$ cat src/rtl/eval_dispatch_pkg.sv
// Shared types for the evaluator dispatcher: FSM states, default widths, request record.
// BOARD_WIDTH normally arrives from the chess header; the fallback keeps this slice self-contained.
`ifndef BOARD_WIDTH
`define BOARD_WIDTH 256
`endif

package eval_dispatch_pkg;

   localparam int BOARD_W        = `BOARD_WIDTH;
   localparam int EVAL_WIDTH_DEF = 22;
   localparam int TAG_WIDTH_DEF  = 8;

   typedef enum logic [2:0] {
      ST_IDLE,
      ST_SETUP,
      ST_ISSUE,
      ST_RETIRE,
      ST_GAP
`ifdef EVAL_DISPATCH_WATCHDOG_EN
      , ST_HALT
`endif
   } state_e;

   typedef struct packed {
      logic [BOARD_W-1:0]       board;
      logic                     white_to_move;
      logic [TAG_WIDTH_DEF-1:0] tag;
   } req_t;

endpackage

$ cat src/rtl/eval_dispatch_fifo.sv
// First-word fall-through request FIFO, 2^DEPTH_LOG2 entries.
// A push while full is accepted only when a pop happens in the same cycle.
module eval_dispatch_fifo
   import eval_dispatch_pkg::*;
#(
   parameter int  DEPTH_LOG2 = 2,
   parameter type T          = req_t
) (
   input  logic clk,
   input  logic reset,
   input  logic push,
   input  T     wdata,
   input  logic pop,
   output T     rdata,
   output logic full,
   output logic empty
);

   localparam int DEPTH = 1 << DEPTH_LOG2;

   T                      mem_q [DEPTH];
   logic [DEPTH_LOG2-1:0] wr_ptr_q, wr_ptr_d;
   logic [DEPTH_LOG2-1:0] rd_ptr_q, rd_ptr_d;
   logic [DEPTH_LOG2:0]   cnt_q, cnt_d;
   logic                  do_push, do_pop;

   assign empty   = (cnt_q == '0);
   assign full    = (cnt_q == (DEPTH_LOG2+1)'(DEPTH));
   assign do_pop  = pop && !empty;
   assign do_push = push && (!full || do_pop);
   assign rdata   = mem_q[rd_ptr_q];

   always_comb begin
      wr_ptr_d = do_push ? wr_ptr_q + 1'b1 : wr_ptr_q;
      rd_ptr_d = do_pop  ? rd_ptr_q + 1'b1 : rd_ptr_q;
      cnt_d    = cnt_q;
      if (do_push && !do_pop)
         cnt_d = cnt_q + 1'b1;
      else if (do_pop && !do_push)
         cnt_d = cnt_q - 1'b1;
   end

   always_ff @(posedge clk) begin
      if (do_push)
         mem_q[wr_ptr_q] <= wdata;
   end

   always_ff @(posedge clk or negedge reset) begin
      if (!reset) begin
         wr_ptr_q <= '0;
         rd_ptr_q <= '0;
         cnt_q    <= '0;
      end else begin
         wr_ptr_q <= wr_ptr_d;
         rd_ptr_q <= rd_ptr_d;
         cnt_q    <= cnt_d;
      end
   end

endmodule

$ cat src/rtl/eval_dispatch.sv
// Evaluator initiator: queues tagged boards, sequences board_valid/clear_eval, returns tagged scores.
// EVAL_DISPATCH_WATCHDOG_EN adds an ISSUE timeout that parks the FSM in HALT and raises watchdog_err.
module eval_dispatch
   import eval_dispatch_pkg::*;
#(
   parameter int EVAL_WIDTH      = EVAL_WIDTH_DEF,
   parameter int TAG_WIDTH       = TAG_WIDTH_DEF,
   parameter int FIFO_DEPTH_LOG2 = 2,
   parameter int TIMEOUT_CYCLES  = 4096
) (
   input  logic                         clk,
   input  logic                         reset,
   input  logic [BOARD_W-1:0]           req_board,
   input  logic                         req_white_to_move,
   input  logic [TAG_WIDTH-1:0]         req_tag,
   input  logic                         req_valid,
   output logic                         req_ready,
   output logic [BOARD_W-1:0]           board_out,
   output logic                         white_to_move,
   output logic                         board_valid,
   output logic                         clear_eval,
   input  logic signed [EVAL_WIDTH-1:0] eval,
   input  logic                         eval_valid,
   input  logic                         insufficient_material,
   output logic signed [EVAL_WIDTH-1:0] res_eval,
   output logic                         res_insufficient,
   output logic [TAG_WIDTH-1:0]         res_tag,
   output logic                         res_valid,
   input  logic                         res_ready,
   output logic                         busy,
   output logic [31:0]                  eval_count
`ifdef EVAL_DISPATCH_WATCHDOG_EN
  ,output logic                         watchdog_err
`endif
);

   state_e state_q, state_d;

   req_t fifo_wdata, fifo_rdata;
   logic fifo_full, fifo_empty, fifo_push, fifo_pop, capture, wd_expire;

   logic [BOARD_W-1:0]           board_q, board_d;
   logic                         wtm_q, wtm_d;
   logic [TAG_WIDTH-1:0]         tag_q, tag_d;
   logic signed [EVAL_WIDTH-1:0] res_eval_q, res_eval_d;
   logic                         res_ins_q, res_ins_d;
   logic [TAG_WIDTH-1:0]         res_tag_q, res_tag_d;
   logic                         res_valid_q, res_valid_d;
   logic [31:0]                  count_q, count_d;

   assign fifo_wdata = '{board: req_board, white_to_move: req_white_to_move, tag: req_tag};
   assign fifo_push  = req_valid && req_ready;
   // A result still waiting at the port blocks the next pop, even if it is accepted this cycle.
   assign fifo_pop   = (state_q == ST_IDLE) && !fifo_empty && !res_valid_q;
   assign capture    = (state_q == ST_ISSUE) && eval_valid;

   eval_dispatch_fifo #(
      .DEPTH_LOG2 (FIFO_DEPTH_LOG2),
      .T          (req_t)
   ) u_fifo (
      .clk   (clk),
      .reset (reset),
      .push  (fifo_push),
      .wdata (fifo_wdata),
      .pop   (fifo_pop),
      .rdata (fifo_rdata),
      .full  (fifo_full),
      .empty (fifo_empty)
   );

`ifdef EVAL_DISPATCH_WATCHDOG_EN
   localparam int WD_W = $clog2(TIMEOUT_CYCLES + 1);

   logic [WD_W-1:0] wd_cnt_q, wd_cnt_d;
   logic            wd_err_q, wd_err_d;

   assign wd_expire    = (state_q == ST_ISSUE) && !eval_valid && (wd_cnt_q == WD_W'(TIMEOUT_CYCLES - 1));
   assign wd_cnt_d     = (state_q == ST_ISSUE) ? wd_cnt_q + 1'b1 : '0;
   assign wd_err_d     = wd_err_q || wd_expire;
   assign watchdog_err = wd_err_q;
   assign req_ready    = !fifo_full && (state_q != ST_HALT);

   always_ff @(posedge clk or negedge reset) begin
      if (!reset) begin
         wd_cnt_q <= '0;
         wd_err_q <= 1'b0;
      end else begin
         wd_cnt_q <= wd_cnt_d;
         wd_err_q <= wd_err_d;
      end
   end
`else
   assign wd_expire = 1'b0;
   assign req_ready = !fifo_full;
`endif

   always_ff @(posedge clk or negedge reset) begin
      if (!reset)
         state_q <= ST_IDLE;
      else
         state_q <= state_d;
   end

   always_comb begin
      state_d = state_q;
      case (state_q)
         ST_IDLE:   if (fifo_pop) state_d = ST_SETUP;
         ST_SETUP:  state_d = ST_ISSUE;
         ST_ISSUE: begin
            if (eval_valid)
               state_d = ST_RETIRE;
`ifdef EVAL_DISPATCH_WATCHDOG_EN
            else if (wd_expire)
               state_d = ST_HALT;
`endif
         end
         ST_RETIRE: state_d = ST_GAP;
         ST_GAP:    state_d = ST_IDLE;
         default:   state_d = state_q;
      endcase
   end

   always_comb begin
      board_valid = (state_q == ST_ISSUE);
      clear_eval  = (state_q == ST_RETIRE);
      busy        = !fifo_empty || (state_q != ST_IDLE);
   end

   always_comb begin
      board_d     = board_q;
      wtm_d       = wtm_q;
      tag_d       = tag_q;
      res_eval_d  = res_eval_q;
      res_ins_d   = res_ins_q;
      res_tag_d   = res_tag_q;
      res_valid_d = res_valid_q;
      count_d     = count_q;
      if (fifo_pop) begin
         board_d = fifo_rdata.board;
         wtm_d   = fifo_rdata.white_to_move;
         tag_d   = fifo_rdata.tag;
      end
      if (capture) begin
         res_eval_d  = eval;
         res_ins_d   = insufficient_material;
         res_tag_d   = tag_q;
         res_valid_d = 1'b1;
      end else if (res_valid_q && res_ready) begin
         res_valid_d = 1'b0;
      end
      if (state_q == ST_RETIRE)
         count_d = count_q + 32'd1;
   end

   always_ff @(posedge clk or negedge reset) begin
      if (!reset) begin
         board_q     <= '0;
         wtm_q       <= 1'b0;
         tag_q       <= '0;
         res_eval_q  <= '0;
         res_ins_q   <= 1'b0;
         res_tag_q   <= '0;
         res_valid_q <= 1'b0;
         count_q     <= '0;
      end else begin
         board_q     <= board_d;
         wtm_q       <= wtm_d;
         tag_q       <= tag_d;
         res_eval_q  <= res_eval_d;
         res_ins_q   <= res_ins_d;
         res_tag_q   <= res_tag_d;
         res_valid_q <= res_valid_d;
         count_q     <= count_d;
      end
   end

   assign board_out        = board_q;
   assign white_to_move    = wtm_q;
   assign res_eval         = res_eval_q;
   assign res_insufficient = res_ins_q;
   assign res_tag          = res_tag_q;
   assign res_valid        = res_valid_q;
   assign eval_count       = count_q;

endmodule
$ cat config.mk
export PLATFORM = sky130hd
export DESIGN_NAME = eval_dispatch
export DESIGN_NICKNAME = d
export VERILOG_FILES = /design/src/rtl/eval_dispatch_pkg.sv /design/src/rtl/eval_dispatch_fifo.sv /design/src/rtl/eval_dispatch.sv
export SDC_FILE = /design/constraint.sdc
export NUM_CORES = 1
export LEC_CHECK = 0
export BUFFER_PORTS_ARGS = -buffer_cell sky130_fd_sc_hd__buf_2
export CAP_MARGIN = 5
export CORE_MARGIN = 4
export CORE_UTILIZATION = 30
export DETAILED_ROUTE_END_ITERATION = 6
export HOLD_SLACK_MARGIN = 0.02
export PLACE_DENSITY = 0.47
export SLEW_MARGIN = 10
export SYNTH_ARGS = -nofsm -noshare
export SYNTH_HDL_FRONTEND = slang
export SYNTH_SLANG_ARGS = --single-unit
$ cat constraint.sdc
create_clock -name clk -period 17.1 [get_ports clk]
set_input_delay 0.855 -clock clk [delete_from_list [all_inputs] [get_ports clk]]
set_output_delay 0.855 -clock clk [all_outputs]
set_load 0.02 [all_outputs]
==> results.cfg <==
[outcome]
status = complete, no violations

[worst_setup_path]
cp-startpoint = u_fifo.cnt_q[0]
cp_common_cell = buf_4
path_delay_family = buffers and inverters
crit_arrival_ns = 4.51
path_cells = nor2_1 > nand2_1 > and3_4 > buf_4 > buf_4 > buf_4
r2r_cells = 6
crit_fanout = 50
crit_required_ns = 17.47
worst-path-buf-inv = 3
end_kind = register
path_depth = 6
crit_type = reg -> reg
worstSetupStartpointType = register
cpPeakStageDelay_ns = 0.77
r2r_start = u_fifo.cnt_q[0]
crit_slowest_cell = and3_4

[cts]
cts_inserted_buffers = 155
clk_pin_slew_ns = 0.06
cts_resized = 0
cts_sinks = 1399
cts_tree = yes
htree_levels = 4
post-cts-setup-buffer-count = 0
cts_hold_buf = 0
ctsRootBufferMaster = clkbuf_16
clk-insertion-delay-late_ns = 0.77
clock_path_buffers = 3

[finish]
design_area_um2 = 61800
nets = 3208
utilization = 0.365
area_growth_pct = 21.2
drive_above_1_share = 0.473
layoutNonFillerInstCount = 5279

[die]
dieHeight_um = 420
die_w_um = 420
rows = 151
core_um2 = 169000
start_util = 0.301
die_area_um2 = 177000
ioPinCount = 618

[yosys]
yosys-top-cells-area = edfxtp_1 62%, dfrtp_1 17%, mux4_2 12%
synth.avg_cell_area_um2 = 23.2
synth_top_cell_area_share = 0.624
syn_nets = 2495
syn_inst = 2195
syn-cell-area_um2 = 51000
yosys_warnings = 0
ys_seq_area_frac = 0.790
synth_seq_cells = 1399
ys_types = 35
synth_top_cell_by_area = edfxtp_1

[sta]
maxSlewViolCount = 0
tightestPinTransition_ns = 1.13
setup_viol = 0
finClkSkew_ns = 0.0260
fin_crit_ns = 4.14
max_freq_mhz = 242
maxSlewHeadroom = 0.247
fin_setup_tns_ns = 0
rsz0062_at_grt = no
period_share = 0.242
hold_viol = 0

[power]
p_leak_nw = 22.0
p_per_area_nw_per_um2 = 189
finalPower_w = 0.0117
irDropWorstVdd_mv = 0.158

[placed_design]
place_hpwl_um = 78100
gp_congestion = 0.762
dp_cells = 4969
place_area_um2 = 56800
io_buffer_count = 617

[route]
drt_pass1_iterations = 5
met1Wirelength_um = 47200
wl_met3_um = 6070
highest_layer = met5
ant_nets = 0
wl_um = 126000
first_iter_violations = 1353
avgViaCountPerCell = 4.59
wl_met2_um = 67900
drc = 0
routedWlPerCell_um = 24.0
vias = 24200

[grt]
grt_max_degree = 136
grt_pass1_vias = 26100
overflow = 0
antenna_found_initial = 77
grtUsageTotal = 0.142
grt_pass1_wl_um = 183000

[run]
cap_violations = 0

[hold_path]
hp-class = in -> async
logic make-up (layout without fill, tap and decap cells):
family,count (synthesis),after routing,share of synthesized area
DFF,1399,1399,0.790
muxes,563,563,0.183
buffers and inverters,102,944,0.00895
and+or+nand+nor,82,82,0.00910
xor gates and xnor gates,38,38,0.00652
adders and majority gates,8,8,0.00206
AOI/OAI and AO/OA,3,3,0.000343
other,0,24,0
power by group:
group	leakage (nW)	switching (W)	internal (W)
sequential	13.8	0.000352	0.00463
clock	2.42	0.00132	0.00191
combinational	5.83	0.00195	0.00150
total	22.0	0.00363	0.00805
worst paths after layout:
kind,to,slack (ns)
worst max-delay path,u_fifo.mem_q[3][28],12.96
worst min-delay path,eval_count[19],0.15
worst max register to register,u_fifo.mem_q[3][28],12.96
worst min register to register,eval_count[31],0.48
max in group asynchronous,board_out[130],14.13
min in group clk,u_fifo.mem_q[2][98],0.30
flip-flops by register name (all words and copies together) (netlist names), 3 cells and up:
signal	count
u_fifo.mem_q	1060
board_out	256
eval_count	32
res_eval	22
res_tag	8
tag_q	8
state_q	3
u_fifo.cnt_q	3
through the flow:
stage,hold slack [ns],setup WS (ns)
global route,0.146,12.69
floorplan,0.464,9.50
finish,0.150,12.96
detailed placement,0.471,12.60
global placement,0.467,12.62
CTS,0.0894,12.83
synth_stat cells:
library cell / n
buf_4: 2
fa_1: 1
mux4_2: 265
edfxtp_1: 1060
and3_1: 11
inv_1: 8
buf_1: 3
maj3_1: 1
nand4_1: 14
nand2_1: 17
nand3b_1: 2
and2_0: 1
nand2b_1: 1
and4_1: 2
a21o_1: 1
xnor2_1: 32
nor4_2: 1
dfrtp_1: 339
clkbuf_1: 36
nand3_1: 11
nor3_1: 5
nor4_1: 3
buf_2: 53
xor2_1: 6
nor4_4: 1
o21ai_0: 1
nand4b_1: 2
ha_1: 6
nor2_1: 8
or2_2: 1
a21oi_1: 1
and2_1: 1
mux2_2: 294
mux2_1: 4
or2_1: 1
metal layers:
layer,global-route usage,vias up
li1,-,10400
met1,0.159,12800
met2,0.254,639
met3,0.0346,289
met4,0.0638,16
met5,0,-
cell type report:
type,instances,area [µm²]
sequential,1399,40300
multi-input combinational,694,10300
tap,2218,2780
timing repair buffer,650,3420
clock inverter,69,659
inverter,8,30.0
clock buffer,217,4300
fill,15600,107000
antenna,24,60.1
cells in the final DEF, fill, tap and decap left out, types with 2 or more instances in the layout:
| cell | count |
|---|---|
| and3_1 | 7 |
| and4_1 | 2 |
| clkinvlp_4 | 4 |
| mux2_1 | 4 |
| nand3b_1 | 2 |
| clkbuf_16 | 157 |
| inv_6 | 9 |
| buf_2 | 616 |
| clkinv_8 | 4 |
| nor4_1 | 3 |
| bufinv_16 | 10 |
| dfrtp_4 | 2 |
| edfxtp_1 | 1060 |
| xor2_1 | 6 |
| mux2_2 | 294 |
| buf_12 | 6 |
| dfrtp_1 | 337 |
| nand2_1 | 17 |
| and3_4 | 4 |
| clkinv_1 | 23 |
| clkbuf_8 | 15 |
| inv_1 | 8 |
| nand3_1 | 11 |
| mux4_2 | 265 |
| nand4_1 | 14 |
| nand4b_1 | 2 |
| diode_2 | 24 |
| ha_1 | 6 |
| xnor2_1 | 32 |
| clkinv_2 | 18 |
| nor2_1 | 8 |
| nor3_1 | 5 |
| clkbuf_1 | 45 |
| buf_4 | 27 |
Power figures use the tool's default switching activity.
